$ cat config.mk
export PLATFORM = sky130hd
export DESIGN_NAME = mem_access_m
export DESIGN_NICKNAME = d
export VERILOG_FILES = /design/src/rtl/mem_access_m.sv
export SDC_FILE = /design/constraint.sdc
export NUM_CORES = 1
export LEC_CHECK = 0
export ABC_CLOCK_PERIOD_IN_PS = 1700
export BUFFER_PORTS_ARGS = -buffer_cell sky130_fd_sc_hd__buf_4
export CAP_MARGIN = 15
export CORE_MARGIN = 2
export CORE_UTILIZATION = 40
export CTS_BUF_LIST = sky130_fd_sc_hd__clkbuf_8
export DETAILED_ROUTE_END_ITERATION = 12
export MAX_ROUTING_LAYER = met4
export PLACE_DENSITY = 0.73
export REMOVE_ABC_BUFFERS = 1
export SYNTH_ARGS = -nofsm -noshare
export SYNTH_HDL_FRONTEND = slang
export SYNTH_SLANG_ARGS = --single-unit
$ cat constraint.sdc
create_clock -name CLK -period 1.7 [get_ports CLK]
set_input_delay 0.34 -clock CLK [delete_from_list [all_inputs] [get_ports CLK]]
set_output_delay 0.34 -clock CLK [all_outputs]
set_load 0.02 [all_outputs]
$ cat src/rtl/mem_access_m.sv
// Memory-stage data-access controller: turns M-stage load/store requests into a
// valid/ready memory transaction, stalls the pipeline while it is in flight, and extends load data.
module mem_access_m #(
    parameter int DATA_WIDTH   = 32,
    parameter int FUNCT3_WIDTH = 3,
    parameter int BE_WIDTH     = 4
) (
    input  logic                    CLK,
    input  logic                    RST,
    input  logic                    MemReadM,
    input  logic                    MemWriteM,
    input  logic [FUNCT3_WIDTH-1:0] funct3M,
    input  logic [DATA_WIDTH-1:0]   ALUResultM,
    input  logic [DATA_WIDTH-1:0]   WriteDataM,
    output logic [DATA_WIDTH-1:0]   ReadDataM,
    output logic                    StallM,
    output logic                    MisalignM,
    output logic                    mem_req_valid,
    input  logic                    mem_req_ready,
    output logic                    mem_req_we,
    output logic [DATA_WIDTH-1:0]   mem_req_addr,
    output logic [DATA_WIDTH-1:0]   mem_req_wdata,
    output logic [BE_WIDTH-1:0]     mem_req_be,
    input  logic                    mem_rsp_valid,
    input  logic [DATA_WIDTH-1:0]   mem_rsp_rdata
);
    localparam int OFF_W = $clog2(BE_WIDTH);

    typedef enum logic [1:0] {IDLE, REQ, WAIT, DONE} state_t;

    state_t                  state_q, state_d;
    logic [DATA_WIDTH-1:0]   addr_q, addr_d;
    logic                    we_q, we_d;
    logic [BE_WIDTH-1:0]     be_q, be_d;
    logic [DATA_WIDTH-1:0]   wdata_q, wdata_d;
    logic [FUNCT3_WIDTH-1:0] f3_q, f3_d;
    logic [OFF_W-1:0]        off_q, off_d;
    logic [DATA_WIDTH-1:0]   rdata_q, rdata_d;

    logic                    access, is_byte, is_half, is_word;
    logic                    code_ok, misalign, illegal, legal;
    logic [OFF_W-1:0]        off;
    logic [BE_WIDTH-1:0]     be_new;
    logic [DATA_WIDTH-1:0]   wdata_new;
    logic [DATA_WIDTH-1:0]   lane, ext;

    assign off = ALUResultM[OFF_W-1:0];

    // Request decode: legality, byte enables and lane-replicated store data.
    always_comb begin
        access  = MemReadM | MemWriteM;
        is_byte = (funct3M[1:0] == 2'b00);
        is_half = (funct3M[1:0] == 2'b01);
        is_word = (funct3M[1:0] == 2'b10);
        case (funct3M)
            3'b000, 3'b001, 3'b010: code_ok = 1'b1;
            3'b100, 3'b101:         code_ok = ~MemWriteM;
            default:                code_ok = 1'b0;
        endcase
        misalign = (is_half & off[0]) | (is_word & (off != '0));
        illegal  = access & ((MemReadM & MemWriteM) | ~code_ok | misalign);
        legal    = access & ~illegal;

        be_new    = '1;
        wdata_new = WriteDataM;
        if (is_byte) begin
            be_new    = BE_WIDTH'(1) << off;
            wdata_new = {BE_WIDTH{WriteDataM[7:0]}};
        end else if (is_half) begin
            be_new    = BE_WIDTH'(3) << {off[OFF_W-1:1], 1'b0};
            wdata_new = {(BE_WIDTH/2){WriteDataM[15:0]}};
        end
    end

    // Load extension uses the offset/size latched with the request, not the live inputs.
    always_comb begin
        lane = mem_rsp_rdata >> {off_q, 3'b000};
        case (f3_q)
            3'b000:  ext = {{(DATA_WIDTH-8){lane[7]}}, lane[7:0]};
            3'b001:  ext = {{(DATA_WIDTH-16){lane[15]}}, lane[15:0]};
            3'b100:  ext = {{(DATA_WIDTH-8){1'b0}}, lane[7:0]};
            3'b101:  ext = {{(DATA_WIDTH-16){1'b0}}, lane[15:0]};
            default: ext = mem_rsp_rdata;
        endcase
    end

    always_comb begin
        state_d = state_q;
        addr_d  = addr_q;
        we_d    = we_q;
        be_d    = be_q;
        wdata_d = wdata_q;
        f3_d    = f3_q;
        off_d   = off_q;
        rdata_d = rdata_q;
        case (state_q)
            IDLE: begin
                if (legal) begin
                    addr_d  = {ALUResultM[DATA_WIDTH-1:OFF_W], {OFF_W{1'b0}}};
                    we_d    = MemWriteM;
                    be_d    = be_new;
                    wdata_d = wdata_new;
                    f3_d    = funct3M;
                    off_d   = off;
                    state_d = REQ;
                end
            end
            REQ: begin
                if (mem_req_ready) state_d = we_q ? DONE : WAIT;
            end
            WAIT: begin
                if (mem_rsp_valid) begin
                    rdata_d = ext;
                    state_d = DONE;
                end
            end
            DONE:    state_d = IDLE;
            default: state_d = IDLE;
        endcase
    end

    always_ff @(posedge CLK) begin
        if (RST) begin
            state_q <= IDLE;
            addr_q  <= '0;
            we_q    <= 1'b0;
            be_q    <= '0;
            wdata_q <= '0;
            f3_q    <= '0;
            off_q   <= '0;
            rdata_q <= '0;
        end else begin
            state_q <= state_d;
            addr_q  <= addr_d;
            we_q    <= we_d;
            be_q    <= be_d;
            wdata_q <= wdata_d;
            f3_q    <= f3_d;
            off_q   <= off_d;
            rdata_q <= rdata_d;
        end
    end

    // DONE drops the stall so the pipeline advances exactly once per access.
    assign StallM        = ((state_q == IDLE) & legal) | (state_q == REQ) | (state_q == WAIT);
    assign MisalignM     = illegal;
    assign mem_req_valid = (state_q == REQ);
    assign mem_req_we    = we_q;
    assign mem_req_addr  = addr_q;
    assign mem_req_wdata = wdata_q;
    assign mem_req_be    = be_q;
    assign ReadDataM     = rdata_q;
endmodule

==> flow_metrics.tcl <==
set metrics [dict create \
    vias_per_cell 5.31 \
    swShare_pct 30.7 \
    critical_path.cell_chain "inv_4 > ha_4 > o221a_4 > or3_4 > buf_6" \
    tritoncts "built" \
    p_comb_share_pct 23.7 \
    io-pin-count 209 \
    async_reset_ff_share_pct 0 \
    leakagePower_uw 0.00292 \
    grt_remaining_overflow 0 \
    nets 928 \
    finalHoldViolCount 0 \
    setup_viol 1 \
    clk_latency_ns 0.36 \
    min_period_ns 1.87 \
    cts-root-buf "clkbuf_8" \
    wirelength_um 14700 \
    cp-start-kind "register" \
    place_congestion 0.883 \
    detail-route-antenna-nets 0 \
    p_seq_share_pct 49.4 \
    final_util_pct 58.8 \
    cp_num_cells 5 \
    dr.pass1.iters 4 \
    synthFlopType "dfxtp_1" \
    synth_cells 612 \
    grt_antenna_before_repair 0 \
    drv_cap 0 \
    numCtsBuffers 9 \
    final_max_slew_viol_count 0 \
    fmax_mhz 534 \
    period_share_pct 110 \
    core-area_sq_mm 0.0120 \
    rows 40 \
    pwr-share-clk_pct 26.9 \
    die_w_um 115 \
    routedWlPerCell_um 15.1 \
    start_util_pct 41.0 \
    cts_hold_buf 0 \
    dp_hpwl_um 10800 \
    port_buffers 206 \
    status "finished with violations" \
    p_total_uw 5420 \
    synth_top_area_share_pct 43.1 \
    syn_area_sq_mm 0.00492 \
    grt_pass1_vias 4774 \
    crit_family "flip-flops" \
    fillers 1059 \
    hold_path.class "in2reg" \
    holdWs_ns 0.208 \
    violations "negative setup slack" \
    syn2layout_area_growth_pct 43.4 \
    rsz0062_at_grt "true" \
    cp_slowest_cell "dfxtp_2" \
    cp_data_arrival_time_ns 1.53 \
    diodes 0 \
    die-height_um 115 \
    cp-end-kind "output port" \
    ys_warn_count 0 \
    synth_edf_count 0 \
    yosysSeqAreaShare_pct 43.1 \
    drt_iter0_markers 306 \
    synth_top_area_cell "dfxtp_1" \
    required_ns 1.36 \
    p_sw_uw 1660 \
    ir_worst_vdd_mv 0.445 \
    ys_ff_latch 106 \
    max_stage_delay_ns 0.38 \
    yosysUniqueCellTypes 44 \
    fp.dieArea_sq_mm 0.0132 \
    clock_skew_ns 0.00780 \
    drc_errors 0 \
    drive_gt1_share_pct 35.7 \
    rr_worst_depth 6 \
    grt_usage_pct 21.9 \
    holdPathStages 3 \
    critPathKind "reg2out" \
    setup_ws_ns -0.172 \
    most-common-layout-cells "buf_4, nand2_1, dfxtp_1" \
    grt_max_degree 59 \
    avgSynthCellArea_sq_um 8.05 \
    cts.sinks 106 \
    vias 5159 \
    synth.area.top_cells "dfxtp_1, nand2_1, a21oi_1" \
    clk_path_buf_depth 2 \
    cts_max_level 3 \
    p_per_area_mw_per_mm2 768 \
    final_common_cell "buf_4" \
    clk_pin_slew_worst_paths_ns 0.11 \
    grt_pass1_wl_um 22700 \
    worstPathMaxFanout 3 \
    intPower_uw 3760 \
    path_buf_inv 2 \
]
stage by stage:
step | cells | worst slack [ns] | setup TNS (ns) | cell area (sq um)
after global placement | 952 | -0.0296 | -0.0892 | 6810
after global routing | 971 | -0.213 | -0.213 | 7060
after floorplan | 559 | -1.55 | -102.82 | 4680
final | 971 | -0.172 | -0.172 | 7060
after detailed placement | 952 | -0.0574 | -0.989 | 6810
after CTS | 970 | -0.178 | -0.178 | 7030
logic make-up (layout without fill, tap and decap cells):
logic type	after synthesis	after routing	share of synthesized area, %
compound gates	154	154	22.1
fa+ha+maj	3	3	0.762
buf+inv	61	272	5.61
flops	106	106	43.1
mux	27	27	5.74
other cells	1	2	0.0761
simple gates	260	260	22.6
what timing repair did:
action | 4_1_cts | 5_1_grt
gates cloned | 0 | 0
endpoints found under the setup margin | 17 | 26
gates resized for setup | 11 | 7
setup buffers | 3 | 1
pin swaps | 1 | 0
synth_stat cells (all sizes together) (8+ instances only):
cell / n
dfxtp: 106
nand2: 145
nand2b: 18
nor2: 61
o21ai: 24
a21oi: 62
nor3: 18
clkbuf: 34
a311oi: 27
a211oi: 11
mux2i: 26
nand3b: 8
buf: 20
per-layer routing:
metal	part of all wire (%)	global-route usage, %	wire length, um
met3	8.2	4.32	1210
met5	0	-	0
met2	45	34.2	6640
met4	2.3	8.84	341
met1	44	27.8	6490
flip-flops by register name, summed over array words and instances (netlist names):
name and count:
mem_req_we 1, mem_req_be 4, state_q 2, mem_req_wdata 32, mem_req_addr 30, ReadDataM 32, off_q 2, f3_q 3
power groups by stage:
| stage | logic [uW] | clock network [uW] | registers [uW] |
|---|---|---|---|
| after floorplan | 430 | 0 | 2860 |
| after global placement | 1230 | 0 | 2730 |
| after detailed placement | 1250 | 0 | 2730 |
| after CTS | 1280 | 1500 | 2680 |
| after global routing | 1390 | 1590 | 2690 |
| final | 1290 | 1460 | 2680 |
tightest hold or removal path, delay by kind of cell:
kind	cells	cell delay, ns
simple gates	1	0.04
buf+inv	1	0.11
compound gates	1	0.05
final timing paths:
kind / slack [ns] / startpoint / endpoint
max: -0.17 / state_q[0] / StallM
min: 0.21 / ALUResultM[25] / mem_req_addr[25]
max reg2reg: 0.14 / state_q[1] / ReadDataM[9]
min reg2reg: 0.46 / mem_req_addr[25] / mem_req_addr[25]
cell type report:
| type | instances | area, sq um | share of cell area [%] |
|---|---|---|---|
| repair buffers | 250 | 1970 | 27.9 |
| clock inverters | 6 | 50.0 | 0.709 |
| multi-input cells | 446 | 2580 | 36.5 |
| clock buffers | 9 | 124 | 1.75 |
| flip-flops and latches | 106 | 2130 | 30.1 |
| inverters | 7 | 28.8 | 0.407 |
| well taps | 147 | 184 | 2.60 |
Note: power is estimated with default switching activity, not from simulation.
